`config.mk`:
```
export PLATFORM = sky130hd
export DESIGN_NAME = regwr_arb_flat
export DESIGN_NICKNAME = d
export VERILOG_FILES = /design/src/rtl/regwr_arb_if.sv /design/src/rtl/regwr_arb.sv /design/src/flat_wrapper.sv
export SDC_FILE = /design/constraint.sdc
export NUM_CORES = 1
export LEC_CHECK = 0
export ABC_AREA = 1
export CELL_PAD_IN_SITES_DETAIL_PLACEMENT = 1
export CELL_PAD_IN_SITES_GLOBAL_PLACEMENT = 1
export CORE_MARGIN = 2
export CORE_UTILIZATION = 37
export CTS_CLUSTER_DIAMETER = 100
export DETAILED_ROUTE_END_ITERATION = 10
export GPL_TIMING_DRIVEN = 0
export PLACE_DENSITY = 0.81
export SLEW_MARGIN = 20
export SYNTH_ARGS = -nofsm -noshare
export SYNTH_HDL_FRONTEND = slang
export SYNTH_SLANG_ARGS = --single-unit
```
`constraint.sdc`:
```
create_clock -name clk -period 3.24 [get_ports clk]
set_input_delay 0.648 -clock clk [delete_from_list [all_inputs] [get_ports clk]]
set_output_delay 0.648 -clock clk [all_outputs]
set_load 0.01 [all_outputs]
```
`src/rtl/regwr_arb_if.sv`:
```
// Register-file write-port arbiter bus.
// Carries the writeback and mult/div request signals into the arbiter, and
// carries the register-file write port, hazard mask, stall request and FIFO
// occupancy back out.
//   slave  : arbiter side (requests in, write port and status out)
//   master : environment side (requests out, write port and status in)
interface regwr_arb_if #(
    parameter int DEPTH = 4
) ();
    localparam int CNT_W = $clog2(DEPTH) + 1;

    logic             wb_we;
    logic [4:0]       wb_reg;
    logic [31:0]      wb_data;
    logic             mu_valid;
    logic             mu_ready;
    logic [4:0]       mu_reg;
    logic [31:0]      mu_data;
    logic             regwrite;
    logic [4:0]       wrreg;
    logic [31:0]      wrdata;
    logic [31:0]      pend_mask;
    logic             stall_req;
    logic [CNT_W-1:0] fifo_cnt;

    modport slave (
        input  wb_we, wb_reg, wb_data, mu_valid, mu_reg, mu_data,
        output mu_ready, regwrite, wrreg, wrdata, pend_mask, stall_req, fifo_cnt
    );

    modport master (
        output wb_we, wb_reg, wb_data, mu_valid, mu_reg, mu_data,
        input  mu_ready, regwrite, wrreg, wrdata, pend_mask, stall_req, fifo_cnt
    );
endinterface

```
`src/rtl/regwr_arb.sv`:
```
// Write-port arbiter for the 32x32 register file.
// Shares the single write port between the writeback stage (always wins,
// cannot be stalled) and the mult/div unit (valid/ready). Mult/div results
// wait in a DEPTH-entry FIFO; an empty FIFO lets a result bypass straight to
// the port. A head that waits STARVE_MAX cycles, or a full FIFO, raises
// stall_req so the pipeline inserts a writeback bubble.
// Ports:
//   clk, rst : clock, synchronous active-high reset
//   bus      : regwr_arb_if.slave (wb_*, mu_* requests in; regwrite/wrreg/
//              wrdata, pend_mask, stall_req, mu_ready, fifo_cnt out)
module regwr_arb #(
    parameter int DEPTH      = 4,
    parameter int STARVE_MAX = 3
) (
    input  logic         clk,
    input  logic         rst,
    regwr_arb_if.slave   bus
);
    localparam int PTR_W = $clog2(DEPTH);
    localparam int CNT_W = PTR_W + 1;
    localparam int AGE_W = $clog2(STARVE_MAX + 1);
    localparam logic [CNT_W-1:0] FULL_CNT = CNT_W'(DEPTH);
    localparam logic [AGE_W-1:0] AGE_MAX  = AGE_W'(STARVE_MAX);

    logic [4:0]       mem_reg_r  [DEPTH];
    logic [31:0]      mem_data_r [DEPTH];
    logic [PTR_W-1:0] rd_ptr_r, wr_ptr_r;
    logic [CNT_W-1:0] cnt_r;
    logic [AGE_W-1:0] age_r;
    logic             regwrite_r;
    logic [4:0]       wrreg_r;
    logic [31:0]      wrdata_r;
    logic [31:0]      pend_mask_r;
    logic             stall_req_r;
    logic             mu_ready_r;

    logic             wb_req_s, mu_live_s, empty_s;
    logic             pop_s, push_s, bypass_s;
    logic             grant_s;
    logic [4:0]       gnt_reg_s;
    logic [31:0]      gnt_data_s;
    logic [PTR_W-1:0] rd_ptr_n_s, wr_ptr_n_s, off_s;
    logic [CNT_W-1:0] cnt_n_s;
    logic [AGE_W-1:0] age_n_s;
    logic [31:0]      mask_n_s;
    logic [4:0]       slot_reg_s;

    // Arbitration, FIFO pointer/count update, head age and next pend_mask.
    always_comb begin
        // mu_reg==0 transfers complete the handshake but are dropped.
        wb_req_s  = bus.wb_we && (bus.wb_reg != 5'd0);
        mu_live_s = bus.mu_valid && mu_ready_r && (bus.mu_reg != 5'd0);
        empty_s   = (cnt_r == {CNT_W{1'b0}});
        pop_s     = !wb_req_s && !empty_s;
        bypass_s  = !wb_req_s && empty_s && mu_live_s;
        push_s    = mu_live_s && !bypass_s;

        grant_s    = 1'b0;
        gnt_reg_s  = wrreg_r;
        gnt_data_s = wrdata_r;
        if (wb_req_s) begin
            grant_s    = 1'b1;
            gnt_reg_s  = bus.wb_reg;
            gnt_data_s = bus.wb_data;
        end else if (pop_s) begin
            grant_s    = 1'b1;
            gnt_reg_s  = mem_reg_r[rd_ptr_r];
            gnt_data_s = mem_data_r[rd_ptr_r];
        end else if (bypass_s) begin
            grant_s    = 1'b1;
            gnt_reg_s  = bus.mu_reg;
            gnt_data_s = bus.mu_data;
        end else begin
            grant_s    = 1'b0;
        end

        case ({push_s, pop_s})
            2'b10:   cnt_n_s = cnt_r + CNT_W'(1);
            2'b01:   cnt_n_s = cnt_r - CNT_W'(1);
            default: cnt_n_s = cnt_r;
        endcase

        // Pointer arithmetic wraps naturally because DEPTH is a power of two.
        if (pop_s) begin
            rd_ptr_n_s = rd_ptr_r + PTR_W'(1);
        end else begin
            rd_ptr_n_s = rd_ptr_r;
        end
        if (push_s) begin
            wr_ptr_n_s = wr_ptr_r + PTR_W'(1);
        end else begin
            wr_ptr_n_s = wr_ptr_r;
        end

        if (empty_s || pop_s) begin
            age_n_s = {AGE_W{1'b0}};
        end else if (age_r != AGE_MAX) begin
            age_n_s = age_r + AGE_W'(1);
        end else begin
            age_n_s = age_r;
        end

        // A slot is live when its distance from the next read pointer is
        // below the next count; the slot being pushed shows its new register.
        mask_n_s   = 32'd0;
        slot_reg_s = 5'd0;
        off_s      = {PTR_W{1'b0}};
        for (int i = 0; i < DEPTH; i++) begin
            if (push_s && (wr_ptr_r == PTR_W'(i))) begin
                slot_reg_s = bus.mu_reg;
            end else begin
                slot_reg_s = mem_reg_r[i];
            end
            off_s = PTR_W'(i) - rd_ptr_n_s;
            if ({1'b0, off_s} < cnt_n_s) begin
                mask_n_s = mask_n_s | (32'd1 << slot_reg_s);
            end else begin
                mask_n_s = mask_n_s;
            end
        end
    end

    // State and registered outputs.
    always_ff @(posedge clk) begin
        if (rst) begin
            for (int i = 0; i < DEPTH; i++) begin
                mem_reg_r[i]  <= 5'd0;
                mem_data_r[i] <= 32'd0;
            end
            rd_ptr_r    <= {PTR_W{1'b0}};
            wr_ptr_r    <= {PTR_W{1'b0}};
            cnt_r       <= {CNT_W{1'b0}};
            age_r       <= {AGE_W{1'b0}};
            regwrite_r  <= 1'b0;
            wrreg_r     <= 5'd0;
            wrdata_r    <= 32'd0;
            pend_mask_r <= 32'd0;
            stall_req_r <= 1'b0;
            mu_ready_r  <= 1'b1;
        end else begin
            if (push_s) begin
                mem_reg_r[wr_ptr_r]  <= bus.mu_reg;
                mem_data_r[wr_ptr_r] <= bus.mu_data;
            end
            rd_ptr_r    <= rd_ptr_n_s;
            wr_ptr_r    <= wr_ptr_n_s;
            cnt_r       <= cnt_n_s;
            age_r       <= age_n_s;
            regwrite_r  <= grant_s;
            wrreg_r     <= gnt_reg_s;
            wrdata_r    <= gnt_data_s;
            pend_mask_r <= mask_n_s;
            stall_req_r <= (age_n_s == AGE_MAX) || (cnt_n_s == FULL_CNT);
            mu_ready_r  <= (cnt_n_s != FULL_CNT);
        end
    end

    assign bus.regwrite  = regwrite_r;
    assign bus.wrreg     = wrreg_r;
    assign bus.wrdata    = wrdata_r;
    assign bus.pend_mask = pend_mask_r;
    assign bus.stall_req = stall_req_r;
    assign bus.mu_ready  = mu_ready_r;
    assign bus.fifo_cnt  = cnt_r;
endmodule

```
`src/flat_wrapper.sv`:
```
// flat-port wrapper written by rule: the top's interface ports become plain ports
module regwr_arb_flat 
#(
    parameter int DEPTH      = 4,
    parameter int STARVE_MAX = 3
)
  (clk, rst, bus_wb_we, bus_wb_reg, bus_wb_data, bus_mu_valid, bus_mu_reg, bus_mu_data, bus_mu_ready, bus_regwrite, bus_wrreg, bus_wrdata, bus_pend_mask, bus_stall_req, bus_fifo_cnt);
  regwr_arb_if #(.DEPTH(DEPTH)) bus_i ();
  input  logic clk;
  input  logic rst;
  input wire logic [$bits(bus_i.wb_we)-1:0] bus_wb_we;
  input wire logic [$bits(bus_i.wb_reg)-1:0] bus_wb_reg;
  input wire logic [$bits(bus_i.wb_data)-1:0] bus_wb_data;
  input wire logic [$bits(bus_i.mu_valid)-1:0] bus_mu_valid;
  input wire logic [$bits(bus_i.mu_reg)-1:0] bus_mu_reg;
  input wire logic [$bits(bus_i.mu_data)-1:0] bus_mu_data;
  output wire logic [$bits(bus_i.mu_ready)-1:0] bus_mu_ready;
  output wire logic [$bits(bus_i.regwrite)-1:0] bus_regwrite;
  output wire logic [$bits(bus_i.wrreg)-1:0] bus_wrreg;
  output wire logic [$bits(bus_i.wrdata)-1:0] bus_wrdata;
  output wire logic [$bits(bus_i.pend_mask)-1:0] bus_pend_mask;
  output wire logic [$bits(bus_i.stall_req)-1:0] bus_stall_req;
  output wire logic [$bits(bus_i.fifo_cnt)-1:0] bus_fifo_cnt;
  assign bus_i.wb_we = bus_wb_we;
  assign bus_i.wb_reg = bus_wb_reg;
  assign bus_i.wb_data = bus_wb_data;
  assign bus_i.mu_valid = bus_mu_valid;
  assign bus_i.mu_reg = bus_mu_reg;
  assign bus_i.mu_data = bus_mu_data;
  assign bus_mu_ready = bus_i.mu_ready;
  assign bus_regwrite = bus_i.regwrite;
  assign bus_wrreg = bus_i.wrreg;
  assign bus_wrdata = bus_i.wrdata;
  assign bus_pend_mask = bus_i.pend_mask;
  assign bus_stall_req = bus_i.stall_req;
  assign bus_fifo_cnt = bus_i.fifo_cnt;
  regwr_arb #(.DEPTH(DEPTH), .STARVE_MAX(STARVE_MAX)) u_core (.clk(clk), .rst(rst), .bus(bus_i));
endmodule
```
-- Yosys cells after proc, flatten, opt, wreduce, memory -nomap -nowiden
Memory sizes are Yosys's and may differ from the RTL's. A register that Yosys moved wholly into a read port is not among the register bits.
Cells that the tools add are included.
W data, S select, Z words.
- multipliers: 0
- equal/unequal tests: 9
- reduce and logical (&&, ||, !) cells: 23
- magnitude comparators: 4
- muxes and demuxes: 34
- shift-type cells: 4
- div/mod/pow operators: 0
- $add $sub $neg: 9
- bitwise gates (word level): 3
- operators with widths (kind ; count):
    $mux W32 ; 8
    $shl A1 B5 Y32 const A ; 4
    $or A32 B32 Y32 ; 3
    $mux W5 ; 8
    $reduce_or A32 Y1 ; 1
    $mux W2 ; 7
    $lt A2 B3 Y1 ; 4
    $logic_and A1 B1 Y1 ; 11
    $mux W1 ; 10
    $reduce_bool A5 Y1 ; 2
    $eq A2 B2 Y1 const B ; 4
    $add A2 B1 Y2 const B ; 3
    $pmux W3 S2 ; 1
    $reduce_or A5 Y1 ; 1
    $eq A2 B1 Y1 const B ; 2
    $sub A1 B2 Y2 const A ; 2
    $sub A2 B2 Y2 const A ; 2
    $add A3 B1 Y3 const B ; 1
    $eq A3 B3 Y1 const B ; 1
    $logic_not A1 Y1 ; 3
    $logic_not A3 Y1 ; 1
    $ne A3 B3 Y1 const B ; 1
    $reduce_bool A3 Y1 ; 1
    $sub A3 B1 Y3 const B ; 1
    3 further kinds ; 4
- latch bits: 0
- bits in read-only memories: 0
- bits in registers: 81
- memories kept: 2
- output and inout bits: 75
- RAM bits: 148
- memory list (name ; depth ; bits a word ; rd ports ; clocked after Yosys merged registers in ; wr ports ; line ; RTL):
    u_core.mem_data_r ; 4 ; 32 ; 1 ; 1 ; 4 ; regwr_arb.sv:26 ; logic [31:0] mem_data_r [DEPTH];
    u_core.mem_reg_r ; 4 ; 5 ; 5 ; 1 ; 4 ; regwr_arb.sv:25 ; logic [4:0] mem_reg_r [DEPTH];

-- Depth between registers and ports, before layout
Gate-level depths: netlist of the first run.
- depth in word-level cells: 17
- depth in mapped cells: 22
- depth with buffers taken out: 20

-- Worst setup path after synthesis of the first run
OpenSTA, ideal clock, no wires.
- kind: input to register
- from: in bus_wb_reg[4]
- to: reg u_core.pend_mask_r[10], in the netlist u_core.bus.pend_mask[10]
- arrival time: 3.444 ns
- path slack: -0.269 ns
- cell stages on the path: 22
- buffers on the path: 2
- library setup time: 0.065 ns
- data required time: 3.175 ns
- cells stage by stage: inv_1 -> nand3_1 -> nand2_2 -> nand2_2 -> clkinv_1 -> clkbuf_1 -> ha_1 -> fa_1 -> inv_1 -> o21ai_0 -> inv_1 -> ha_1 -> inv_1 -> nor2_1 -> nand2_1 -> nand2_1 -> nor2_2 -> buf_6 -> nand3_1 -> nand2_1 -> nor2_1 -> nor2_1
- longest elaborated chain between the ends: 17
- elaborated cells on any way between the ends: 39
- ends and longest elaborated chain (what ; line ; RTL):
    start, declared ; flat_wrapper.sv:12 ; input wire logic [$bits(bus_i.wb_reg)-1:0] bus_wb_reg;
    $reduce_bool A5 Y1 * ; regwr_arb.sv:51 ; wb_req_s = bus.wb_we && (bus.wb_reg != 5'd0);
    $logic_and A1 B1 Y1 * ; regwr_arb.sv:51 ;
    $logic_not A1 Y1 * ; regwr_arb.sv:54, regwr_arb.sv:55 ;
    $logic_and A1 B1 Y1 (2 in a row) ; regwr_arb.sv:55 ; bypass_s = !wb_req_s && empty_s && mu_live_s;
    $logic_not A1 Y1 ; regwr_arb.sv:56 ; push_s = mu_live_s && !bypass_s;
    $logic_and A1 B1 Y1 ; regwr_arb.sv:56 ;
    $eq A2 B1 Y1, or another cell as far along ; regwr_arb.sv:77 ; case ({push_s, pop_s})
    $pmux W3 S2 or $mux W5 (tied branches) ; regwr_arb.sv:77, regwr_arb.sv:109 ;
    $lt A2 B3 Y1 or $shl A1 B5 Y32 (tied branches) ; regwr_arb.sv:115, regwr_arb.sv:116 ;
    $mux W32 ; regwr_arb.sv:115 ; if ({1'b0, off_s} < cnt_n_s) begin
    $or A32 B32 Y32 ; regwr_arb.sv:116 ; mask_n_s = mask_n_s | (32'd1 << slot_reg_s);
    $mux W32 ; regwr_arb.sv:115 ;
    $or A32 B32 Y32 ; regwr_arb.sv:116 ;
    $mux W32 ; regwr_arb.sv:115 ;
    $or A32 B32 Y32 ; regwr_arb.sv:116 ;
    $mux W32 * ; regwr_arb.sv:115 ;
    end signal, assigned ; regwr_arb.sv:152 ; pend_mask_r <= mask_n_s;
    end, declared ; regwr_arb.sv:33 ; logic [31:0] pend_mask_r;
Mark *: on every way between the ends. The rest lies on a longest branch, timed or not.
A chain may end at the register's enable or synchronous reset.

-- Worst setup path in the final report of the first run
- from: in bus_mu_reg[4]
- to: reg u_core.pend_mask_r[13], in the netlist u_core.bus.pend_mask[13]
- longest elaborated chain between the ends: 15
- elaborated cells on any way between the ends: 31
- ends and longest elaborated chain (what ; line ; RTL):
    start, declared ; flat_wrapper.sv:15 ; input wire logic [$bits(bus_i.mu_reg)-1:0] bus_mu_reg;
    $reduce_bool A5 Y1 ; regwr_arb.sv:52 ; mu_live_s = bus.mu_valid && mu_ready_r && (bus.mu_reg != 5'd0);
    $logic_and A1 B1 Y1 ; regwr_arb.sv:52 ;
    $logic_and A1 B1 Y1 ; regwr_arb.sv:55 ;
    $logic_not A1 Y1 ; regwr_arb.sv:56 ;
    $logic_and A1 B1 Y1 ; regwr_arb.sv:56 ;
    $eq A2 B1 Y1, or another cell as far along ; regwr_arb.sv:77 ;
    $pmux W3 S2 or $mux W5 (tied branches) ; regwr_arb.sv:77, regwr_arb.sv:109 ;
    $lt A2 B3 Y1 or $shl A1 B5 Y32 (tied branches) ; regwr_arb.sv:115, regwr_arb.sv:116 ;
    $mux W32 ; regwr_arb.sv:115 ;
    $or A32 B32 Y32 ; regwr_arb.sv:116 ;
    $mux W32 ; regwr_arb.sv:115 ;
    $or A32 B32 Y32 ; regwr_arb.sv:116 ;
    $mux W32 ; regwr_arb.sv:115 ;
    $or A32 B32 Y32 ; regwr_arb.sv:116 ;
    $mux W32 * ; regwr_arb.sv:115 ;
Marks and branches as above.

==> results.yml, run 1 <==
global_routing:
  use_met2: 0.449
  grt_max_degree: 23
  grt_pass1_vias: 11886
  antenna_found_initial: 0
  use_met1: 0.321
  top_usage_layer: "met2"
  grt_usage: 0.255
  grt_util_met3: 0.0344
  grt_overflow: 0
  grt_pass1_wl_um: 65500
detailed_routing:
  drc: 0
  firstDrtPassIters: 5
  drt_iter0_drc: 869
  via_per_inst: 5.45
  wirelength_um: 43200
  drt.antenna.violating_nets: 0
  detail_route.wl_per_cell_um: 21.1
  vias: 11141
synth:
  syn_area_um2: 11500
  synth_top_family_by_area: "simple AND/OR/NAND/NOR gates"
  synthMuxAreaShare: 0
  synth-seq-cells: 229
  yosysWarnings: 0
  synth.distinct_cells: 38
  synthCells: 1417
  synth-simple-area-share: 0.283
  seq_area_frac_synth: 0.527
  syn_nets: 1506
  syn_area_per_cell_um2: 8.12
  synth_xor_area_frac: 0.00228
  synth-compound-area-share: 0.112
  synth-adder-area-share: 0.0126
finish:
  fin_nets: 1720
  drive_gt1_frac: 0.144
  final_common_cell: "nor2_1"
  area_growth_pct: 32.9
  final_cell_mix: "nor2_1, nand2_1, edfxtp_1, clkdlybuf4s50_1, o21ai_0"
  n_antenna_cell: 0
timing:
  fin_crit_ps: 3220
  hold_viol: 0
  setup_tns_ps: 0
  setup_viol: 0
  fmax_ghz: 0.310
  relSlewSlack: 0.472
  whs_ps: 440
  postLayoutSetupSlackWorst_ps: 16.8
  finalCritPeriodShare: 0.995
  finalMaxSlewViolations: 0
  worst_pin_slew_ps: 792
  rsz0062_at_grt: "yes"
  fin_skew_ps: 13.1
placement:
  portBuffers: 152
  gp_congestion: 0.940
  dpl_worst_slack_ps: -1300
  hpwl_um: 30200
critical_path:
  path_class: "input pin to register"
  crit_slowest_cell: "fa_1"
  worstSetupEndpointType: "register"
  crit_chain: "dlygate4sd2_1 -> inv_4 -> nand3_2 -> nand2_8 -> clkinv_8 -> nand2_8 -> ha_4 -> fa_1 -> inv_2 -> o21ai_4 -> inv_4 -> ha_4 -> inv_2 -> nor2_2 -> nand2_1 -> nand2_2 -> nor2_4 -> buf_6 -> nand2_2 -> nand2_1 -> nor2_2 -> nor2_1"
  arrival_ps: 3640
  path_max_fanout: 10
  max_stage_delay_ps: 530
  crit_buf_inv: 7
  crit_family: "simple AND/OR/NAND/NOR gates"
  reg2reg_slack_ps: 30
  start_kind: "input pin"
  critPathRequiredTime_ps: 3650
floorplanning:
  die_w_um: 180
  fp.coreArea_um2: 30600
  ioPinCount: 153
  rows: 64
  dieArea_um2: 32500
  start_util: 0.376
  fp.dieH_um: 180
clock_network:
  tritoncts: "yes"
  root_buffer: "clkbuf_16"
  cts_hold_buf: 0
  clock_latency_ps: 560
  clk_pin_slew_ps: 60
  cts.sinks: 229
  cts_buffer_depth: 3
  htree_levels: 1
  numCtsBuffers: 25
power_and_ir_drop:
  switching_share: 0.392
  seq_power_share: 0.304
  p_per_area_nw_per_um2: 838
  p_clk_frac: 0.264
  combPwrFrac: 0.432
  leakagePower_uw: 0.00624
  irDropWorstVdd_mv: 0.409
  p_sw_uw: 5020
  intPower_uw: 7800
hold_path:
  min_path_type: "register to register"
outcome:
  outcome: "finished, final reports clean"
flow_run:
  max_cap_violations: 0
metal layers:
layer / part of all wire / vias up
li1: - / 5155
met1: 0.41 / 5485
met2: 0.50 / 420
met3: 0.062 / 81
met4: 0.030 / 0
met5: 0 / -
metrics by stage:
| step | util | power (uW) | area (um^2) | cells |
|---|---|---|---|---|
| after floorplan | - | 6650 | 11600 | 1417 |
| after global placement | 0.444 | 8310 | 13600 | 1965 |
| after detailed placement | 0.449 | 8550 | 13700 | 1970 |
| after CTS | 0.485 | 12100 | 14800 | 2028 |
| after global routing | 0.500 | 13400 | 15300 | 2046 |
| final | 0.500 | 12800 | 15300 | 2046 |
area by class of cell:
cell class	instances	area (um^2)
flip-flops and latches	229	6070
fillers	3615	15300
well taps	396	495
plain buffers	82	419
repair buffers	188	1900
clock inverters	15	293
multi-input cells	1018	5080
inverters	87	357
clock buffers	31	679
power by group through the flow:
stage | clock (uW) | sequential, uW | combinational (uW)
finish | 3380 | 3900 | 5530
global route | 3520 | 3940 | 5920
CTS | 3390 | 3890 | 4820
detailed placement | 0 | 3950 | 4600
global placement | 0 | 3940 | 4370
floorplan | 0 | 3990 | 2670
what timing repair did:
item	in CTS	in global routing
cloned	1	4
pin swaps	12	67
resized for setup	34	96
setup buffers	12	14
endpoints found under the setup margin	143	70
cell usage after synthesis, drive strengths merged:
| cell | n | area share |
|---|---|---|
| fa | 1 | 0.0017 |
| nand3b | 1 | 0.00065 |
| a41oi | 28 | 0.021 |
| buf | 35 | 0.019 |
| dfxtp | 81 | 0.14 |
| nand4 | 16 | 0.0087 |
| o22ai | 32 | 0.017 |
| xor2 | 2 | 0.0015 |
| o21ai | 134 | 0.062 |
| a21oi | 13 | 0.0057 |
| clkinv | 6 | 0.0024 |
| inv | 81 | 0.026 |
| edfxtp | 148 | 0.39 |
| ha | 10 | 0.011 |
| xnor2 | 1 | 0.00076 |
| nand3 | 91 | 0.044 |
| a211oi | 2 | 0.0013 |
| o211ai | 1 | 0.00065 |
| a31oi | 6 | 0.0033 |
| nor2 | 376 | 0.13 |
| nor3 | 2 | 0.0018 |
| nand2 | 302 | 0.10 |
| clkbuf | 48 | 0.016 |
final timing paths:
path                                             start                        to  depth (start not counted)
worst min-delay path                   u_core.age_r[0]           u_core.age_r[0]                          1
worst min register to register         u_core.age_r[0]           u_core.age_r[0]                          1
worst max-delay path                     bus_mu_reg[4]  u_core.bus.pend_mask[13]                         22
worst max register to register  u_core.bus.fifo_cnt[2]  u_core.bus.pend_mask[13]                         20
registers in the layout, summed over array words and instances, names as in the netlist, 2 cells and up:
signal,flops
u_core.mem_data_r,128
u_core.bus.pend_mask,32
u_core.bus.wrdata,32
u_core.mem_reg_r,20
u_core.bus.wrreg,5
u_core.bus.fifo_cnt,3
u_core.age_r,2
u_core.rd_ptr_r,2
u_core.wr_ptr_r,2
logic make-up after synthesis:
group                      count (synthesis)
xor gates and xnor gates                   3
buffers and inverters                    170
and+or+nand+nor                          788
DFF                                      229
AOI/OAI and AO/OA                        216
adders and majority gates                 11
Power figures use the tool's default switching activity.
==> run 2, diff against run 1 <==
CORE_UTILIZATION = 41   (was 37)
PLACE_DENSITY = 0.85   (was 0.81)
clock period = 3.23 ns   (was 3.24 ns; I/O delays follow)
==> run 2 against run 1 <==
Compared with the run above:
- the run now ends with negative setup slack left
- critical path depth down 2
- non-clock buffer count increased by 1
- clock power decreased by 17%
- combinational power rose by 3.8%
- cell area is 0.69% lower
- routed wire length increased by 6.9%
- via count rose by 4.5%
- core utilization grew 4.8 points
- sequential share of layout area is 0.28 points higher
- first-iteration DRC count up 34%
- worst setup slack lost 79 ps
- cell count down 0.83%
- critical endpoint is now u_core.bus.pend_mask[1]
==> results.yml, run 2 (synthesis results as in run 1) <==
critical_path:
  path_class: "register to register"
  path_max_fanout: 6
  reg2reg_depth: 20
  rr_startpoint: "u_core.bus.fifo_cnt[2]"
  start_kind: "register"
  reg2reg_slack_ps: -60
  arrival_ps: 3760
  r2r-end: "u_core.bus.pend_mask[1]"
  critPathRequiredTime_ps: 3700
  worstSetupEndpointType: "register"
clock_network:
  cts_buffer_depth: 3
  root_buffer: "clkbuf_16"
  clock_latency_ps: 550
  numCtsBuffers: 25
  cts_hold_buf: 0
  cts.sinks: 229
  tritoncts: "yes"
  clk_pin_slew_ps: 60
  htree_levels: 1
timing:
  worst_pin_slew_ps: 812
  postLayoutSetupSlackWorst_ps: -62.5
  setup_viol: 11
  relSlewSlack: 0.458
  finalCritPeriodShare: 1.02
  fin_crit_ps: 3290
  fmax_ghz: 0.304
  hold_viol: 0
  whs_ps: 436
  rsz0062_at_grt: "yes"
  fin_skew_ps: 16.7
  finalMaxSlewViolations: 0
placement:
  hpwl_um: 30900
  portBuffers: 152
  detailed_place.area_um2: 13700
  dpl_worst_slack_ps: -1310
  placedCellCount: 1952
  gp_congestion: 0.974
finish:
  final_cell_mix: "nor2_1, nand2_1, edfxtp_1, clkdlybuf4s50_1, o21ai_0"
  largest_reg_flops: 128
  fin_nets: 1721
  n_antenna_cell: 0
  top_register: "u_core.mem_data_r"
  area_growth_pct: 32.0
  drive_gt1_frac: 0.150
  final_common_cell: "nor2_1"
  fin_area_um2: 15200
  finalNonFillerCells: 2029
  fill_cells: 3268
detailed_routing:
  drt.antenna.violating_nets: 0
  drc: 0
  via_per_inst: 5.74
  firstDrtPassIters: 5
  drt_iter0_drc: 1161
  wirelength_um: 46200
  vias: 11639
  detail_route.wl_per_cell_um: 22.8
floorplanning:
  dieArea_um2: 29400
  rows: 61
  start_util: 0.416
  die_w_um: 172
  ioPinCount: 153
  fp.dieH_um: 172
  fp.coreArea_um2: 27700
global_routing:
  grt_overflow: 0
  grt_usage: 0.308
  antenna_found_initial: 0
  grt_max_degree: 27
  grt_pass1_wl_um: 68800
  grt_pass1_vias: 12274
hold_path:
  min_to: "u_core.age_r[0]"
  worstHoldStart: "u_core.age_r[0]"
  worstHoldPathCells: 1
  min_path_type: "register to register"
outcome:
  violations: "negative setup slack"
  outcome: "finished with violations"
power_and_ir_drop:
  irDropWorstVdd_mv: 0.465
  leakagePower_uw: 0.00618
  p_per_area_nw_per_um2: 821
flow_run:
  max_cap_violations: 0
==> run 2: worst max path at each step <==
stage | start | end | slack (ps)
floorplan | bus_wb_reg[4] | u_core.bus.pend_mask[31] | 10
global placement | bus_mu_reg[1] | u_core.mem_data_r[0][7] | -1720
detailed placement | bus_wb_reg[1] | u_core.bus.pend_mask[2] | -1310
CTS | bus_wb_reg[4] | u_core.bus.pend_mask[24] | 0.8
global route | u_core.bus.fifo_cnt[2] | u_core.bus.pend_mask[0] | -170
finish | u_core.bus.fifo_cnt[2] | u_core.bus.pend_mask[1] | -60
==> run 2: layer usage <==
metal	share of wire	GRT usage	vias to the layer above
met5	0	0	-
met4	0.045	0.137	0
met3	0.071	0.0458	166
met1	0.38	0.369	5742
met2	0.50	0.548	578
li1	-	-	5153
==> run 2: repair_timing <==
| action | 4_1_cts | 5_1_grt |
|---|---|---|
| setup buffers | 16 | 15 |
| endpoints found under the setup margin | 132 | 56 |
| gates resized for setup | 36 | 99 |
| pin swaps | 18 | 75 |
| gates cloned | 1 | 3 |
==> run 2: where the power goes <==
part | internal, uW | total [uW] | switching, uW
clock network | 1570 | 2810 | 1250
registers | 3680 | 3920 | 239
logic | 2010 | 5740 | 3730
==> run 2: worst max-delay path, stage by stage (launching register included) <==
cell      delay, ps
dfxtp_4         360
nor3_4          250
inv_2           120
nand2_8         110
clkinv_8         70
ha_4            170
fa_1            540
inv_1            60
o21ai_2         180
inv_4           100
ha_4            220
inv_2            50
nor2_2           30
nand2_1          80
nand2_2         100
nor2_4          190
buf_12          160
nand3_1         130
nand2_1         140
nor2_1           50
nor2_1          100
==> run 2: cell type report <==
class                      instances  area (um^2)  share of cell area
multi-input combinational       1018         5170               0.340
clock inverter                    15          125             0.00823
inverter                          87          357              0.0235
sequential                       229         6070               0.400
clock buffer                      31          668              0.0440
tap                              378          473              0.0311
timing repair buffer             190         1930               0.127
buffer                            81          400              0.0263
==> run 2: per-stage QoR <==
stage	total power [uW]	TNS, ps	utilization
CTS	11800	0	0.531
detailed placement	8600	-146010	0.494
global route	13000	-3570	0.548
finish	12500	-337	0.548
global placement	8330	-282390	0.490
floorplan	6670	0	-
==> run 3, diff against run 2 <==
CORE_MARGIN = 4   (was 2)
MAX_ROUTING_LAYER = met4   (was default)
SLEW_MARGIN = 10   (was 20)
==> run 3 against run 2 <==
Compared with the run above:
- the run now ends clean
- clock skew is essentially flat
- sequential share of layout area grew 0.13 points
- fmax grew 3.7%
- critical path depth is the same
- total power grew 0.81%
- routed wire length shrank 3.0%
- sequential power is essentially flat
- global-route usage shrank 2.0 points
- via count shrank 2.3%
- critical endpoint is now u_core.bus.pend_mask[29]
- largest cell class unchanged
- largest power group unchanged
==> results.yml, run 3 (synthesis results as in run 1) <==
outcome:
  outcome: "finished, final reports clean"
finish:
  fill_cells: 3257
  area_growth_pct: 31.5
  final_common_cell: "nor2_1"
  drive_gt1_frac: 0.151
  multiInputGateArea_um2: 5120
  fin_nets: 1718
  largest_reg_flops: 128
  final_cell_mix: "nor2_1, nand2_1, edfxtp_1, clkdlybuf4s50_1, o21ai_0"
  top_register: "u_core.mem_data_r"
  register_area_um2: 6070
timing:
  rsz0062_at_grt: "yes"
  setup_viol: 0
  fin_skew_ps: 16.4
  fin_crit_ps: 3180
  setup_tns_ps: 0
  finalMaxSlewViolations: 0
  fmax_ghz: 0.315
  finalCritPeriodShare: 0.983
  relSlewSlack: 0.457
  hold_viol: 0
  worst_pin_slew_ps: 815
placement:
  portBuffers: 152
  hpwl_um: 30600
  gp_congestion: 0.959
critical_path:
  crit_slowest_cell: "fa_1"
  crit_chain: "nor3_4 -> inv_2 -> nand2_8 -> clkinv_8 -> ha_4 -> fa_1 -> inv_2 -> o21ai_2 -> inv_4 -> ha_4 -> inv_2 -> nor2_1 -> nand2_1 -> nand2_2 -> nor2_4 -> buf_6 -> nand2_1 -> nand2_2 -> nor2_1 -> nor2_1"
  start_kind: "register"
  path_class: "register to register"
  critPathRequiredTime_ps: 3660
  worstSetupEndpointType: "register"
  max_stage_delay_ps: 550
  path_max_fanout: 6
  arrival_ps: 3610
power_and_ir_drop:
  irDropWorstVdd_mv: 0.371
  leakagePower_uw: 0.00615
  switching_share: 0.406
  p_per_area_nw_per_um2: 831
  seq_power_share: 0.311
  p_clk_frac: 0.237
  combPwrFrac: 0.452
  intPower_uw: 7470
  p_sw_uw: 5110
  total_power_uw: 12600
detailed_routing:
  drt.antenna.violating_nets: 0
  drt_iter0_drc: 1014
  vias: 11368
  firstDrtPassIters: 5
  via_per_inst: 5.61
  drc: 0
  wirelength_um: 44800
  detail_route.wl_per_cell_um: 22.1
global_routing:
  grt_pass1_wl_um: 67900
  grt_overflow: 0
  antenna_found_initial: 1
  grt_usage: 0.288
  grt_max_degree: 31
  grt_pass1_vias: 12065
flow_run:
  max_cap_violations: 0
floorplanning:
  rows: 61
  ioPinCount: 153
  start_util: 0.416
  fp.dieH_um: 176
  fp.coreArea_um2: 27700
  dieArea_um2: 30800
  die_w_um: 176
clock_network:
  cts_buffer_depth: 3
  clock_latency_ps: 540
  cts_hold_buf: 0
  cts.sinks: 229
  numCtsBuffers: 24
  tritoncts: "yes"
  root_buffer: "clkbuf_16"
  htree_levels: 1
  clk_pin_slew_ps: 70
hold_path:
  min_path_type: "register to register"
[run 3: worst paths after layout]
kind | cells past startpoint | slack, ps | to | start
max | 20 | 50 | u_core.bus.pend_mask[29] | u_core.bus.fifo_cnt[1]
max reg2reg | 20 | 50 | u_core.bus.pend_mask[29] | u_core.bus.fifo_cnt[1]
min reg2reg | 1 | 440 | u_core.age_r[0] | u_core.age_r[0]
min | 1 | 440 | u_core.age_r[0] | u_core.age_r[0]
[run 3: power groups by stage]
stage          Sequential (uW)  Clock, uW  Combinational (uW)
5_1_grt                   3950       3140                6040
2_1_floorplan             4000          0                2680
3_3_place_gp              3940          0                4400
4_1_cts                   3900       3000                5040
6_report                  3910       2990                5680
3_5_place_dp              3950          0                4600
[run 3: timing repair]
action / 4_1_cts / 5_1_grt
cloned: 3 / 2
gates resized for setup: 41 / 105
buffers inserted: 18 / 9
endpoints found under the setup margin: 127 / 32
pin swaps: 22 / 77
[run 3: per-layer routing]
metal | share of wire | track usage | vias to the layer above
met2 | 0.50 | 0.491 | 459
met4 | 0.035 | 0.0942 | 0
li1 | - | - | 5150
met5 | 0 | - | -
met1 | 0.40 | 0.357 | 5670
met3 | 0.066 | 0.0383 | 89
[run 3: area by class of cell]
cell class                      instances  share of cell area
Antenna cell                            1            0.000165
Sequential cell                       229               0.401
Tap cell                              378              0.0312
Clock inverter                         18              0.0148
Multi-Input combinational cell       1018               0.338
Inverter                               87              0.0238
Clock buffer                           26              0.0402
Buffer                                 81              0.0273
Timing Repair Buffer                  188               0.124
[run 3: per-stage QoR]
step,instances,setup WS (ps),utilization,hold slack [ps],area [um^2]
finish,2026,53.5,0.547,439,15100
global route,2026,-60.6,0.547,444,15100
CTS,2015,6.29,0.532,435,14700
detailed placement,1951,-1360,0.493,426,13700
global placement,1947,-1730,0.490,418,13600
floorplan,1417,10.3,-,412,11600
[run 3: worst max-delay path, delay by kind of cell, from the launching register on]
kind	cells	cell delay [ps]
adder cells (fa/ha/maj)	3	950
buffers and inverters	6	500
AO/OA/AOI/OAI	1	170
flip-flops	1	360
AND/OR/NAND/NOR	10	1070
